==> src/rtl/grant_decoder_pkg.sv <==
`default_nettype none
// ============================================================================
//  Module      : grant_decoder_pkg
//  Description : Shared arbiter types: grant FSM states and grant encodings.
//  Revision    : 1.0 - initial release
// ============================================================================
package grant_decoder_pkg;

    typedef enum logic [0:0] {
        ST_IDLE = 1'b0,
        ST_HOLD = 1'b1
    } state_t;

    localparam int c_OUT_BINARY = 0;
    localparam int c_OUT_ONEHOT = 1;

endpackage
`default_nettype wire

==> src/rtl/grant_encode.sv <==
`default_nettype none
// ============================================================================
//  Module      : grant_encode
//  Description : Combinational binary-index to grant-vector encoder.
//  Revision    : 1.0 - initial release
// ============================================================================
module grant_encode
    import grant_decoder_pkg::*;
#(
    parameter  int N           = 4,
    parameter  int OUTPUT_TYPE = c_OUT_ONEHOT,
    localparam int IW          = (N > 1) ? $clog2(N) : 1
) (
    input  logic [IW-1:0] i_idx,
    output logic [N-1:0]  o_grant
);

    generate
        if (OUTPUT_TYPE == c_OUT_ONEHOT) begin : g_onehot
            always_comb begin
                o_grant = '0;
                for (int i = 0; i < N; i++) begin
                    o_grant[i] = (i_idx == IW'(i));
                end
            end
        end else begin : g_binary
            // N is at least 2, so the index is always strictly narrower than the vector
            assign o_grant = {{(N-IW){1'b0}}, i_idx};
        end
    endgenerate

endmodule
`default_nettype wire

==> src/rtl/grant_decoder.sv <==
`default_nettype none
// ============================================================================
//  Module      : grant_decoder
//  Description : Holds an arbiter winner as a registered grant, with release,
//                direct handover, hold-time limit and invalid-index reporting.
//  Revision    : 1.0 - initial release
// ============================================================================
module grant_decoder
    import grant_decoder_pkg::*;
#(
    parameter  int N           = 4,
    parameter  int OUTPUT_TYPE = c_OUT_ONEHOT,
    parameter  int HOLD_MAX    = 16,
    localparam int IW          = (N > 1) ? $clog2(N) : 1,
    localparam int CW          = $clog2(HOLD_MAX + 1)
) (
    input  logic          clk,
    input  logic          rst,
    input  logic          load,
    input  logic          ack,
    input  logic [IW-1:0] idx,
    input  logic          release_i,
    output logic [N-1:0]  grant,
    output logic          busy,
    output logic          timeout,
    output logic          err
);

    localparam logic [IW:0]   c_N_CHAN   = (IW+1)'(N);
    localparam logic [CW-1:0] c_CNT_LAST = CW'(HOLD_MAX - 1);

    state_t        r_state_q,   w_state_d;
    logic [IW-1:0] r_held_q,    w_held_d;
    logic [CW-1:0] r_cnt_q,     w_cnt_d;
    logic [N-1:0]  r_grant_q,   w_grant_d;
    logic          r_busy_q,    w_busy_d;
    logic          r_timeout_q, w_timeout_d;
    logic          r_err_q,     w_err_d;

    logic          w_load_req;
    logic          w_accept;
    logic [N-1:0]  w_enc;

    assign w_load_req = load & ack;
    assign w_accept   = w_load_req & ({1'b0, idx} < c_N_CHAN);

    always_comb begin
        w_state_d   = r_state_q;
        w_held_d    = r_held_q;
        w_cnt_d     = r_cnt_q;
        w_timeout_d = 1'b0;
        w_err_d     = 1'b0;
        case (r_state_q)
            ST_IDLE: begin
                if (w_accept) begin
                    w_state_d = ST_HOLD;
                    w_held_d  = idx;
                    w_cnt_d   = '0;
                end else begin
                    w_err_d   = w_load_req;
                end
            end
            ST_HOLD: begin
                // Release wins over the hold limit; a new load is only considered alongside a release
                if (release_i) begin
                    if (w_accept) begin
                        w_held_d  = idx;
                        w_cnt_d   = '0;
                    end else begin
                        w_state_d = ST_IDLE;
                        w_cnt_d   = '0;
                        w_err_d   = w_load_req;
                    end
                end else if (r_cnt_q == c_CNT_LAST) begin
                    w_state_d   = ST_IDLE;
                    w_cnt_d     = '0;
                    w_timeout_d = 1'b1;
                end else begin
                    w_cnt_d     = r_cnt_q + CW'(1);
                end
            end
            default: begin
                w_state_d = ST_IDLE;
                w_cnt_d   = '0;
            end
        endcase
    end

    grant_encode #(
        .N           (N),
        .OUTPUT_TYPE (OUTPUT_TYPE)
    ) u_grant_encode (
        .i_idx   (w_held_d),
        .o_grant (w_enc)
    );

    assign w_busy_d  = (w_state_d == ST_HOLD);
    assign w_grant_d = w_busy_d ? w_enc : '0;

    always_ff @(posedge clk or posedge rst) begin
        if (rst) begin
            r_state_q   <= ST_IDLE;
            r_held_q    <= '0;
            r_cnt_q     <= '0;
            r_grant_q   <= '0;
            r_busy_q    <= 1'b0;
            r_timeout_q <= 1'b0;
            r_err_q     <= 1'b0;
        end else begin
            r_state_q   <= w_state_d;
            r_held_q    <= w_held_d;
            r_cnt_q     <= w_cnt_d;
            r_grant_q   <= w_grant_d;
            r_busy_q    <= w_busy_d;
            r_timeout_q <= w_timeout_d;
            r_err_q     <= w_err_d;
        end
    end

    assign grant   = r_grant_q;
    assign busy    = r_busy_q;
    assign timeout = r_timeout_q;
    assign err     = r_err_q;

endmodule
`default_nettype wire

==> config.mk <==
export PLATFORM = sky130hd
export DESIGN_NAME = grant_decoder
export DESIGN_NICKNAME = d
export VERILOG_FILES = /design/src/rtl/grant_decoder_pkg.sv /design/src/rtl/grant_encode.sv /design/src/rtl/grant_decoder.sv
export SDC_FILE = /design/constraint.sdc
export NUM_CORES = 1
export LEC_CHECK = 0
export CORE_MARGIN = 3
export CORE_UTILIZATION = 25
export CTS_CLUSTER_SIZE = 28
export DETAILED_ROUTE_END_ITERATION = 16
export GPL_ROUTABILITY_DRIVEN = 0
export HOLD_SLACK_MARGIN = 0.12
export PLACE_DENSITY = 0.54
export SYNTH_ARGS = -nofsm -noshare
export SYNTH_HDL_FRONTEND = slang
export SYNTH_SLANG_ARGS = --single-unit
==> constraint.sdc <==
create_clock -name clk -period 1.5 [get_ports clk]
set_clock_uncertainty 0.1 [all_clocks]
set_input_delay 0.15 -clock clk [delete_from_list [all_inputs] [get_ports clk]]
set_output_delay 0.15 -clock clk [all_outputs]
set_load 0.03 [all_outputs]
; ---- Word level (Yosys, flattened, before mapping)
; Cells that the tools add are included.
[totals]
elab_cells = 29
register_bits = 13
[classes]
reduce_logical = 1
bitwise = 2
eq_ne = 5
add_sub_neg = 1
muxes = 15
[ops]
columns = cell, count
row1 = 5-bit two-way mux, 3
row2 = 5-bit case mux with 2 select lines, 1
row3 = 1-bit two-way mux, 6
row4 = "5-bit by 1-bit adder with 5-bit output, second input constant", 1
row5 = "5-bit by 4-bit == test with 1-bit output, second input constant", 1
row6 = "2-bit == test, second input constant", 2
row7 = 2-bit two-way mux, 2
row8 = 4-bit two-way mux, 1
row9 = 2-bit case mux with 2 select lines, 1
row10 = "2-bit by 1-bit == test with 1-bit output, second input constant", 1
row11 = 2-bit zero test, 1
row12 = "2-bit inequality test, second input constant", 1
row13 = 1-bit case mux with 2 select lines, 1
row14 = 1-bit bitwise AND, 1
row15 = 1-bit inverter, 1

; ---- Logic depth before layout (Yosys ltp)
; Gate-level depths: netlist of the first run.
[logic_depth]
depth_word = 6
ltp_mapped = 4

; ---- By module
; A second synthesis of the first run with hierarchy kept.
[unflattened]
cells_unflattened = 53
hier_area_um2 = 583.1
[by_module_without_submodules]
columns = module, seq_area_each_um2, area_each_um2, n_inst, cells_each
row1 = grant_decoder, 325.3, 556.8, 1, 49
row2 = grant_encode, 0.0, 26.3, 1, 4

; ---- Worst setup path after synthesis of the first run
; No wires, ideal clock.
[synth_path]
kind = reg2reg
startpoint = register busy (netlist name)
endpoint = register r_held_q[0]
slack_ns = 0.185
setup_time_ns = 0.125
synth_period_minus_slack_ns = 1.315
n_path_buf = 0
t_arrival_ns = 1.090
stages_incl_launch_ff = 4
cell_sequence = dfrtp_1 nand2b_2 nand3_4 mux2_4
[synth_rtl]
columns = element, line
row1 = "end signal, assigned", grant_decoder.sv:111  ; r_held_q <= w_held_d;
row2 = "end, declared", grant_decoder.sv:33  ; logic [IW-1:0] r_held_q, w_held_d;

; ---- Worst setup path after layout of the first run
[layout_path]
startpoint = register r_busy_q (netlist: busy)
endpoint = output busy
[layout_rtl]
columns = element, line
row1 = "start, declared", grant_decoder.sv:36  ; logic r_busy_q, w_busy_d;
row2 = "start signal, assigned", grant_decoder.sv:114  ; r_busy_q <= w_busy_d;
row3 = "end, declared", grant_decoder.sv:24  ; output logic busy,
; No word-level cell between the ends.

==> out/results.ini, run 1 <==
[layout]
drive_above_1_share_pct=17.65
final_cell_mix=dfrtp_1, nand2_1, clkdlybuf4s50_1, dlygate4sd2_1
register_area_sq_um=325.3
areaGrowthSynthToFinish_pct=30.88
fillers=236
final_nets=77
post-route-util_pct=34.90
insertedDiodeCount=0
mostFrequentLayoutCell=dfrtp_1
multiInputGateArea_sq_um=247.7

[die]
die_h_um=54.81
initial_core_util_pct=26.67
io_pins=14
fp.dieW_um=54.81
rows=17
core_area_sq_um=2233
die_area_sq_um=3004

[setup_path]
slowest_delay_ns=0.41
arrival_ns=1.09
worstPathMaxFanout=4
critical_path_buf_inv_count=1
r2r_slack_ns=0.17
path_cells=dlygate4sd2_1
cp-end-kind=output pin
cp_top_family=buffers and inverters
criticalPathCategory=flip-flop to output pin
critPathRequiredTime_ns=1.25
start_kind=flip-flop
slowest_stage=dlygate4sd2_1

[sta]
min_period_over_period_pct=89.12
hold_viol=0
fin_crit_ns=1.337
fmax_mhz=748.0
slew_viol_final=0
rsz0062_at_grt=false
layout_setup_ws_ns=0.1632
setup_viol=0
tns_ns=0

[route]
first_pass_iters=4
drcViolationCount=0
wl_per_cell_um=10.50
wirelength_mm=1.008
vias=411
dr.first_iter.drc_count=1
ant_nets=0
avgViaCountPerCell=4.281

[power]
switching_share_pct=28.81
power.density_nw_per_um2=990.6
pwr-share-seq_pct=52.4
irDropWorstVdd_v=0.0006817
leakage_nw=0.3650
combPwrFrac_pct=18.9
clkPwrFrac_pct=28.7
p_int_mw=0.5497
p_switching_mw=0.2224

[synthesis]
yosys.area.top_type=dfrtp_1
ys_seq_elements=13
yosysTopAreaCellShare_pct=54.62
ys_types=22
syn_nets=59
syn_area_sq_um=595.6
syn_area_per_cell_sq_um=11.68
yosysWarnings=0
synth_area_leaders=dfrtp_1, o32ai_1, mux2_4
yosysSeqAreaShare_pct=54.62
syn_inst=51

[clocking]
postCtsSetupBuffers=0
clk_pin_slew_ns=0.07
cts_made_buffers=3
root_buffer=clkbuf_4
clock-sinks=13
clock_latency_ns=0.28
cts_tree=yes
clockBufferDepth=2
cts_max_level=1

[global_routing]
grt_pass1_vias=420
antenna_found_initial=0
grt_use_total_pct=9.297
grt_max_degree=14
grt_pass1_wl_mm=1.835
gr-total-overflow=0

[worst_hold_path]
min-delay-path-class=flip-flop to flip-flop

[placed_design]
preCtsSetupSlack_ns=0.09032
port_buffers=12
dp_hpwl_um=756.9

[outcome]
outcome=complete, no violations

[job]
max_cap_violations=0

==> power by group through the flow <==
stage | Combinational (mW) | Sequential, mW | Clock [mW]
global route | 0.165 | 0.410 | 0.253
floorplan | 0.0781 | 0.428 | 0
detailed placement | 0.155 | 0.411 | 0
global placement | 0.152 | 0.411 | 0
CTS | 0.149 | 0.404 | 0.231
finish | 0.146 | 0.404 | 0.222
==> final timing paths <==
check,endpoint,from,cells past startpoint
min reg2reg,r_cnt_q[0]$_DFFE_PP0P_,r_cnt_q[0]$_DFFE_PP0P_,1
max in group asynchronous,grant[0]$_DFF_PP0_,rst,3
max reg2reg,grant[2]$_DFF_PP0_,r_cnt_q[0]$_DFFE_PP0P_,4
max,busy,busy$_DFF_PP0_,1
min,r_cnt_q[0]$_DFFE_PP0P_,r_cnt_q[0]$_DFFE_PP0P_,1
min in group asynchronous,r_held_q[0]$_DFF_PP0_,rst,3
==> layout make-up <==
| type | count | area share [%] |
|---|---|---|
| Inverter | 4 | 1.926 |
| Clock buffer | 4 | 3.371 |
| Sequential cell | 13 | 41.73 |
| Tap cell | 28 | 4.494 |
| Multi-Input combinational cell | 33 | 31.78 |
| Timing Repair Buffer | 14 | 16.69 |
==> cells by family (layout without fill, tap and decap cells) <==
| logic type | after synthesis | after routing | synth area share [%] |
|---|---|---|---|
| AO/OA/AOI/OAI | 11 | 11 | 13.66 |
| XOR/XNOR | 2 | 2 | 2.942 |
| adder cells (fa/ha/maj) | 1 | 1 | 2.101 |
| buffers and inverters | 5 | 22 | 3.781 |
| flip-flops | 13 | 13 | 54.62 |
| multiplexers | 2 | 2 | 5.042 |
| other | 1 | 1 | 0.6296 |
| AND/OR/NAND/NOR | 16 | 16 | 17.23 |
==> layer usage <==
layer,vias up,track usage (%),part of all wire [%]
met5,-,0,0
li1,209,-,-
met2,10,13.58,46
met1,187,10.83,44
met3,5,4.905,6.5
met4,0,4.979,2.8
==> synthesized netlist by cell type, drive strengths merged <==
cell type  count
mux2           2
nand3          3
nor2b          1
dfrtp         13
nand2b         3
nor3           1
nand2          6
xor2           1
buf            1
conb           1
or2            1
xnor2          1
o32ai          4
o21ai          5
inv            4
ha             1
and2b          1
a21oi          2
==> per-stage QoR <==
step / instances / instance area [sq um] / hold slack (ns) / power (mW)
2_1_floorplan: 51 / 595.6 / -0.07304 / 0.5056
3_3_place_gp: 91 / 750.7 / 0.3961 / 0.5629
3_5_place_dp: 91 / 750.7 / 0.4109 / 0.5658
4_1_cts: 96 / 779.5 / 0.4228 / 0.7845
5_1_grt: 96 / 779.5 / 0.4664 / 0.8285
6_report: 96 / 779.5 / 0.4215 / 0.7721
==> sequential cells by signal, indices dropped and copies added (netlist names) <==
name / flops
r_held_q: 2
timeout: 1
r_cnt_q: 5
busy: 1
grant: 4
==> repair_timing <==
action | CTS | global route
hold buffers | 1 | 0
endpoints found under the setup margin | 6 | 0
endpoints found under the hold margin | 13 | 0
resized for setup | 6 | 0
Power figures use the tool's default switching activity.
==> run 2: changes to the inputs <==
- CORE_UTILIZATION: 25 -> 40
- PLACE_DENSITY: 0.54 -> 0.74
- SLEW_MARGIN: unset -> 20
==> out/results.ini, run 2 (same netlist as run 1, synthesis figures left out) <==
[outcome]
outcome=complete, no violations

[sta]
slew_viol_final=0
fmax_mhz=748.3
rsz0062_at_grt=false
min_period_over_period_pct=89.09
tns_ns=0
hold_viol=0
fin_crit_ns=1.336
setup_viol=0

[placed_design]
dp_hpwl_um=771.1
port_buffers=12

[setup_path]
cp-end-kind=flip-flop
start_kind=flip-flop
criticalPathCategory=flip-flop to flip-flop
worstPathMaxFanout=8
arrival_ns=1.39
critPathRequiredTime_ns=1.55

[die]
die_area_sq_um=1988
initial_core_util_pct=44.11
io_pins=14
die_h_um=44.59
core_area_sq_um=1350
rows=13
fp.dieW_um=44.59

[route]
avgViaCountPerCell=5.000
dr.first_iter.drc_count=8
met2_length_um=400
top_layer=met4
ant_nets=0
drcViolationCount=0
wl_met1_um=488
first_pass_iters=4
wirelength_um=964
wl_met3_um=68
wl_per_cell_um=11.90
vias=405

[layout]
mostFrequentLayoutCell=dfrtp_1
final_nets=75
final_cell_mix=dfrtp_1, nand2_1, clkdlybuf4s50_1
largest_reg_flops=5
drive_above_1_share_pct=16.67
areaGrowthSynthToFinish_pct=27.73
insertedDiodeCount=0
largest-register=r_cnt_q

[clocking]
clock-sinks=13
clockBufferDepth=2
postCtsHoldBufs=0
clock_latency_ns=0.26
cts_tree=yes
cts_made_buffers=3
root_buffer=clkbuf_4
cts_max_level=1
clk_pin_slew_ns=0.08

[power]
power.density_nw_per_um2=995.4
irDropWorstVdd_v=0.0005343
leakage_nw=0.4086
power_mw=0.7573

[global_routing]
antenna_found_initial=0
grt_use_total_pct=11.29
grt_pass1_wl_mm=1.600
gr-total-overflow=0
grt_max_degree=14
grt_pass1_vias=367

[worst_hold_path]
min-delay-path-class=input pin to async pin

[job]
max_cap_violations=0

run 2: cell types whose count changed in the layout (fill, tap and decap cells not counted):
cell and change:
dlygate4sd3_1 -1, buf_4 -1, dlygate4sd2_1 -4, dlymetal6s2s_1 +4
run 2: through the flow:
step / worst slack [ns] / cells / util (%) / instance area (sq um) / hold WS, ns
finish: 0.1636 / 81 / 56.35 / 760.7 / 0.09881
floorplan: 0.1854 / 51 / - / 595.6 / -0.07304
CTS: 0.0006959 / 81 / 55.61 / 750.7 / 0.1232
detailed placement: 0.03633 / 77 / 53.85 / 726.9 / 0.3985
global route: 0.06669 / 81 / 56.35 / 760.7 / 0.1255
global placement: 0.08454 / 77 / 53.85 / 726.9 / 0.3987
run 2: worst max-delay path: stages, from the launching register on:
cell and delay (ns):
dfrtp_1 0.41, ha_1 0.24, nand3_2 0.12, o21ai_4 0.10
o32ai_1 0.26
run 2: routing by layer:
layer  vias up  track usage, %
met1       184           16.11
li1        205               -
met4         0           3.614
met5         -               0
met2        14           16.05
met3         2           3.659
run 2: path summary, 6_finish.rpt:
| kind | slack [ns] | endpoint | cells past startpoint | startpoint |
|---|---|---|---|---|
| setup / recovery | 0.16 | grant[1]$_DFF_PP0_ | 4 | r_cnt_q[0]$_DFFE_PP0P_ |
| hold / removal | 0.1 | r_cnt_q[3]$_DFFE_PP0P_ | 2 | rst |
| setup reg to reg | 0.16 | grant[1]$_DFF_PP0_ | 4 | r_cnt_q[0]$_DFFE_PP0P_ |
| hold reg to reg | 0.41 | r_cnt_q[0]$_DFFE_PP0P_ | 1 | r_cnt_q[0]$_DFFE_PP0P_ |
| max in group asynchronous | 0.89 | busy$_DFF_PP0_ | 2 | rst |
| min in group clk | 0.41 | r_cnt_q[0]$_DFFE_PP0P_ | 1 | r_cnt_q[0]$_DFFE_PP0P_ |
run 2: final cells by class:
cell class / count / area (sq um)
Clock buffer: 4 / 26.28
Timing Repair Buffer: 12 / 127.6
Fill cell: 115 / 589.3
Tap cell: 15 / 18.77
Multi-Input combinational cell: 33 / 247.7
Inverter: 4 / 15.01
Sequential cell: 13 / 325.3
run 2: power breakdown:
group          internal, mW  switching, mW  total (mW)
clock                 0.102          0.104       0.206
sequential            0.379         0.0258       0.405
combinational        0.0663         0.0796       0.146
total                 0.548          0.209       0.757
run 2: timing repair:
action                     4_1_cts  5_1_grt
buffers inserted                 0        0
setup endpoints to repair        2        4
gates resized for setup          2        4
==> run 3: changes to the inputs <==
- TNS_END_PERCENT: unset -> 10
==> results of run 3 <==
No change in the layout: final DEF, timing and power equal those of run 2.
==> RTL change 1 (flow settings as in run 3) <==
`N` is set to 4 in 2 places; all go to 16.
--- a/src/rtl/grant_encode.sv
+++ b/src/rtl/grant_encode.sv
@@ -7,7 +7,7 @@
 module grant_encode
     import grant_decoder_pkg::*;
 #(
-    parameter  int N           = 4,
+    parameter  int N           = 16,
     parameter  int OUTPUT_TYPE = c_OUT_ONEHOT,
     localparam int IW          = (N > 1) ? $clog2(N) : 1
 ) (
--- a/src/rtl/grant_decoder.sv
+++ b/src/rtl/grant_decoder.sv
@@ -8,7 +8,7 @@
 module grant_decoder
     import grant_decoder_pkg::*;
 #(
-    parameter  int N           = 4,
+    parameter  int N           = 16,
     parameter  int OUTPUT_TYPE = c_OUT_ONEHOT,
     parameter  int HOLD_MAX    = 16,
     localparam int IW          = (N > 1) ? $clog2(N) : 1,
Interface: changed (resized grant and idx); port bits go from 14 to 28. The function was not compared with the original's and may differ.
==> RTL change 1 against run 3 <==
- wire length grew to 3.7 times the old value
- power is 99% higher
- setup slack worse by 0.15 ns
- die area is 110% higher
- cell area is 150% higher
- area after synthesis is 130% higher
- utilization is 3.1 points higher
- sequential cell count is 14 higher
- global-route usage is 6.8 points higher
- cell count grew to 2.8 times the old value
- maximum frequency is 10% lower
- highest routed layer unchanged
==> RTL change 1: results (changes against run 3) <==
grt_max_degree: 28  # +14
peakVddDrop_mv: 0.365  # -32%
p_leak_nw: 0.872  # +110%
reg2reg_to: "grant[15]$_DFF_PP0_"
grt.total_usage_pct: 18.1  # +6.8 points
met2_length_um: 1820  # +360%
cp.arrival_ns: 1.62  # +0.23 ns
finalWorstSetupSlack_ns: 0.0126  # -0.151 ns
top_layer: "met4"
grtUsageMet1_pct: 23.1  # +7.0 points
wl_met3_um: 214  # +210%
cts_buffers: 3  # unchanged
largest_reg_flops: 16  # +11
viasPerCell: 5.90  # +18%
yosys-top-cells-count: "dfrtp_1 (27), nand4_1 (13), o21ai_0 (7)"
grt_pass1_vias: 1216  # +230%
wl_um: 3560  # +270%
dp_cells: 216  # +180%
syn_area_per_cell_um2: 10.1  # -13%
critPathMaxFanout: 5  # -3
ys_types: 40  # +82%
post-dp-hpwl_um: 2460  # +220%
pre_cts_ws_ns: -0.319  # -0.355 ns
synth_area_leaders: "dfrtp_1 (50%), nand4_1 (6.0%), a22oi_1 (3.3%), o21ai_0 (2.6%), o22ai_1 (2.3%)"
use_met2_pct: 30.8  # +15 points
wl_met1_um: 1470  # +200%
min_path_type: "input port to flip-flop"
final_nets: 190  # +150%
clkLatencyLatePin_ns: 0.34  # +0.08 ns
met3_usage_pct: 1.76  # -1.9 points
clk_pin_slew_ns: 0.15  # +0.07 ns
port_buffers: 26  # +14
cts_buffer_depth: 2  # unchanged
outcome: "finished, final reports clean"
synth_nets: 144  # +140%
grt_pass1_wl_um: 5750  # +260%
firstDrtPassIters: 5  # +1
worstRegToRegCells: 5  # +1
wl_per_cell_um: 16.0  # +34%
drive_gt1_share_pct: 25.7  # +9.0 points
[RTL change 1: area by class of cell]
cell class	instances	area, um2
Tap cell	44	55.1
Clock inverter	1	5.00
Clock buffer	3	22.5
Timing Repair Buffer	51	430
Inverter	6	22.5
Sequential cell	27	677
Fill cell	267	1280
Multi-Input combinational cell	91	661
[RTL change 1: timing repair]
item / CTS / global route
endpoints found under the setup margin: 22 / 18
hold endpoints to repair: 27 / 0
pin swaps: 2 / 3
resized for setup: 21 / 12
gates cloned: 0 / 1
buffers inserted: 0 / 1
hold buffers: 1 / 0
[RTL change 1: where the power goes]
group | leakage [nW] | internal [W] | switching, W | total (W)
registers | 0.364 | 0.000769 | 0.0000432 | 0.000812
clock network | 0.0177 | 0.000100 | 0.000222 | 0.000322
logic | 0.490 | 0.000158 | 0.000212 | 0.000369
[RTL change 1: through the flow]
stage	total power, W	cell area [um2]	hold WS [ns]
floorplan	0.00102	1360	0.103
global placement	0.00115	1790	0.390
detailed placement	0.00117	1790	0.390
CTS	0.00147	1810	0.435
global route	0.00158	1870	0.253
finish	0.00150	1870	0.234
[RTL change 1: logic make-up (layout without fill, tap and decap cells)]
group | Yosys count | after routing | synth area share, %
and+or+nand+nor | 51 | 52 | 22.8
adders and majority gates | 1 | 1 | 0.921
other | 1 | 1 | 0.276
muxes | 2 | 2 | 1.66
buffers and inverters | 17 | 61 | 5.98
DFF | 27 | 27 | 49.7
AOI/OAI and AO/OA | 35 | 35 | 18.6
[RTL change 1: worst max-delay path, delay by kind of cell, from the launching register on]
kind                       cells  cell delay (ns)
adders and majority gates      1             0.19
AOI/OAI and AO/OA              2             0.26
and+or+nand+nor                1             0.21
DFF                            1             0.40
buffers and inverters          1             0.22
==> RTL change 2 (flow settings as in run 3) <==
Without the edit above. Register the output `timeout` once more; this adds one clock of latency there. The other outputs are not delayed to match.
--- a/src/rtl/grant_decoder.sv
+++ b/src/rtl/grant_decoder.sv
@@ -119,7 +119,9 @@
 
     assign grant   = r_grant_q;
     assign busy    = r_busy_q;
-    assign timeout = r_timeout_q;
+    always_ff @(posedge clk) begin
+        timeout <= r_timeout_q;
+    end
     assign err     = r_err_q;
 
 endmodule
Behaviour: same outputs for any inputs over 10 cycles, from zero or initial values and one cycle with rst high; that may be too few to reach the edited logic, so the function may still have changed.
==> RTL change 2 against run 3 <==
- setup slack got worse by 0.085 ns
- cell area rose by 2.5%
- largest cell class unchanged
- hold slack improved by 0.15 ns
- global-route usage up 1.3 points
- sequential power rose by 6.4%
- non-clock buffer count rose by 1
- utilization is 0.70 points higher
- clock power rose by 5%
- sequential cell count up 1
- area after synthesis grew 3.4%
- wire length is 8.7% higher
- power is 4.5% higher
==> RTL change 2: results (changes against run 3) <==
outcome: "finished, final reports clean"
path_class: "flip-flop to flip-flop"
worstRegToRegCells: 4  # unchanged
synth_edf_count: 0  # unchanged
ys_types: 23  # +4.5%
top_layer: "met4"
grt.total_usage_pct: 12.6  # +1.3 points
p_leak_nw: 0.383  # -6.4%
pre_cts_ws_ns: 0.0508  # +0.0145 ns
met2_length_um: 495  # +24%
met3_usage_pct: 3.59  # -0.073 points
syn_area_per_cell_um2: 11.8  # +1.4%
grt_antenna_before_repair: 0  # unchanged
grt_pass1_wl_um: 1750  # +9.1%
synth_top_area_share_pct: 52.8  # -1.8 points
viasPerCell: 5.10  # +1.9%
wl_um: 1050  # +8.7%
fin_cells: 83  # +2.5%
drive_gt1_share_pct: 16.2  # -0.49 points
yosysSeqAreaShare_pct: 56.1  # +1.5 points
dpl_cell_area_um2: 747  # +2.8%
wl_met3_um: 54  # -21%
reg2reg_to: "grant[3]$_DFF_PP0_"
cts_max_level: 1  # unchanged
critical_path.reg2reg.startpoint: "r_cnt_q[0]$_DFFE_PP0P_"
final_nets: 77  # +2.7%
min_path_type: "flip-flop to flip-flop"
cp.arrival_ns: 1.47  # +0.08 ns
largest_reg_flops: 5  # unchanged
synth_area_leaders: "dfrtp_1 (53%), o32ai_1 (5.7%), mux2_4 (4.9%), nand2_1 (3.7%), dfxtp_1 (3.3%)"
yosysWarningCount: 0  # unchanged
post-dp-hpwl_um: 804  # +4.3%
peakVddDrop_mv: 0.415  # -22%
yosys-top-cells-count: "dfrtp_1 (13), nand2_1 (6), inv_1 (4), o21ai_1 (4), o32ai_1 (4)"
yosysTopAreaCell: "dfrtp_1"
cts_root_buf: "clkbuf_4"
clkLatencyLatePin_ns: 0.27
grt_pass1_vias: 403  # +9.8%
fillers: 123  # +7.0%
grtUsageMet1_pct: 14.8  # -1.4 points
wl_met1_um: 476  # -2.5%
use_met2_pct: 19.5  # +3.4 points
cts_buffer_depth: 2  # unchanged
finalWorstSetupSlack_ns: 0.0787  # -0.0849 ns
top_register: "r_cnt_q"
critPathMaxFanout: 8  # unchanged
finish.instance_area_um2: 779  # +2.5%
ff2ff_setup_slack_ns: 0.08  # -0.08 ns
firstDrtPassIters: 3  # -1
grt_max_degree: 14  # unchanged
clk_pin_slew_ns: 0.08  # about the same
cts_buffers: 3  # unchanged
port_buffers: 12  # unchanged
synthArstFlopShare_pct: 92.9  # -7.1 points
drtIter0Drc: 9  # +1
dp_cells: 78  # +1.3%
drc: 0  # unchanged
synth_nets: 60  # +1.7%
==> RTL change 2: cell types whose count changed after synthesis <==
cell | run 3 | this run
dfxtp_1 | 0 | 1
==> RTL change 2: kinds of logic after synthesis <==
kind of cell / synth area share [%]
buf+inv: 3.66
simple gates: 16.7
compound gates: 13.2
other cells: 0.609
flops: 56.1
mux: 4.88
fa+ha+maj: 2.03
xor+xnor: 2.85
==> RTL change 2: critical path, cell delays in order (launching register included) <==
cell and delay, ns:
dfrtp_1 0.42, ha_1 0.25, nand3_2 0.13, o21ai_4 0.09, o32ai_1 0.31
==> RTL change 2: worst min path at each step <==
| stage | startpoint | to | slack [ns] | depth (start not counted) |
|---|---|---|---|---|
| final | r_timeout_q$_DFF_PP0_ | timeout$_DFF_P_ | 0.25 | 0 |
| after floorplan | rst | busy$_DFF_PP0_ | -0.07 | 1 |
| after global routing | r_timeout_q$_DFF_PP0_ | timeout$_DFF_P_ | 0.27 | 0 |
| after CTS | r_timeout_q$_DFF_PP0_ | timeout$_DFF_P_ | 0.25 | 0 |
| after detailed placement | r_timeout_q$_DFF_PP0_ | timeout$_DFF_P_ | 0.24 | 0 |
| after global placement | r_timeout_q$_DFF_PP0_ | timeout$_DFF_P_ | 0.23 | 0 |
==> RTL change 2: final cells by class <==
type	count	area share, %
Timing Repair Buffer	13	16.2
Clock buffer	4	3.37
Multi-Input combinational cell	33	31.8
Sequential cell	14	44.3
Inverter	4	1.93
Tap cell	15	2.41
==> RTL change 2: power by group <==
group          internal (W)  switching [W]
sequential         0.000406      0.0000249
combinational     0.0000648      0.0000788
clock              0.000103       0.000114
==> RTL change 2: what timing repair did <==
item	CTS	global route
endpoints found under the setup margin	5	1
resized for setup	5	1
endpoints found under the hold margin	7	0
hold buffers	1	0
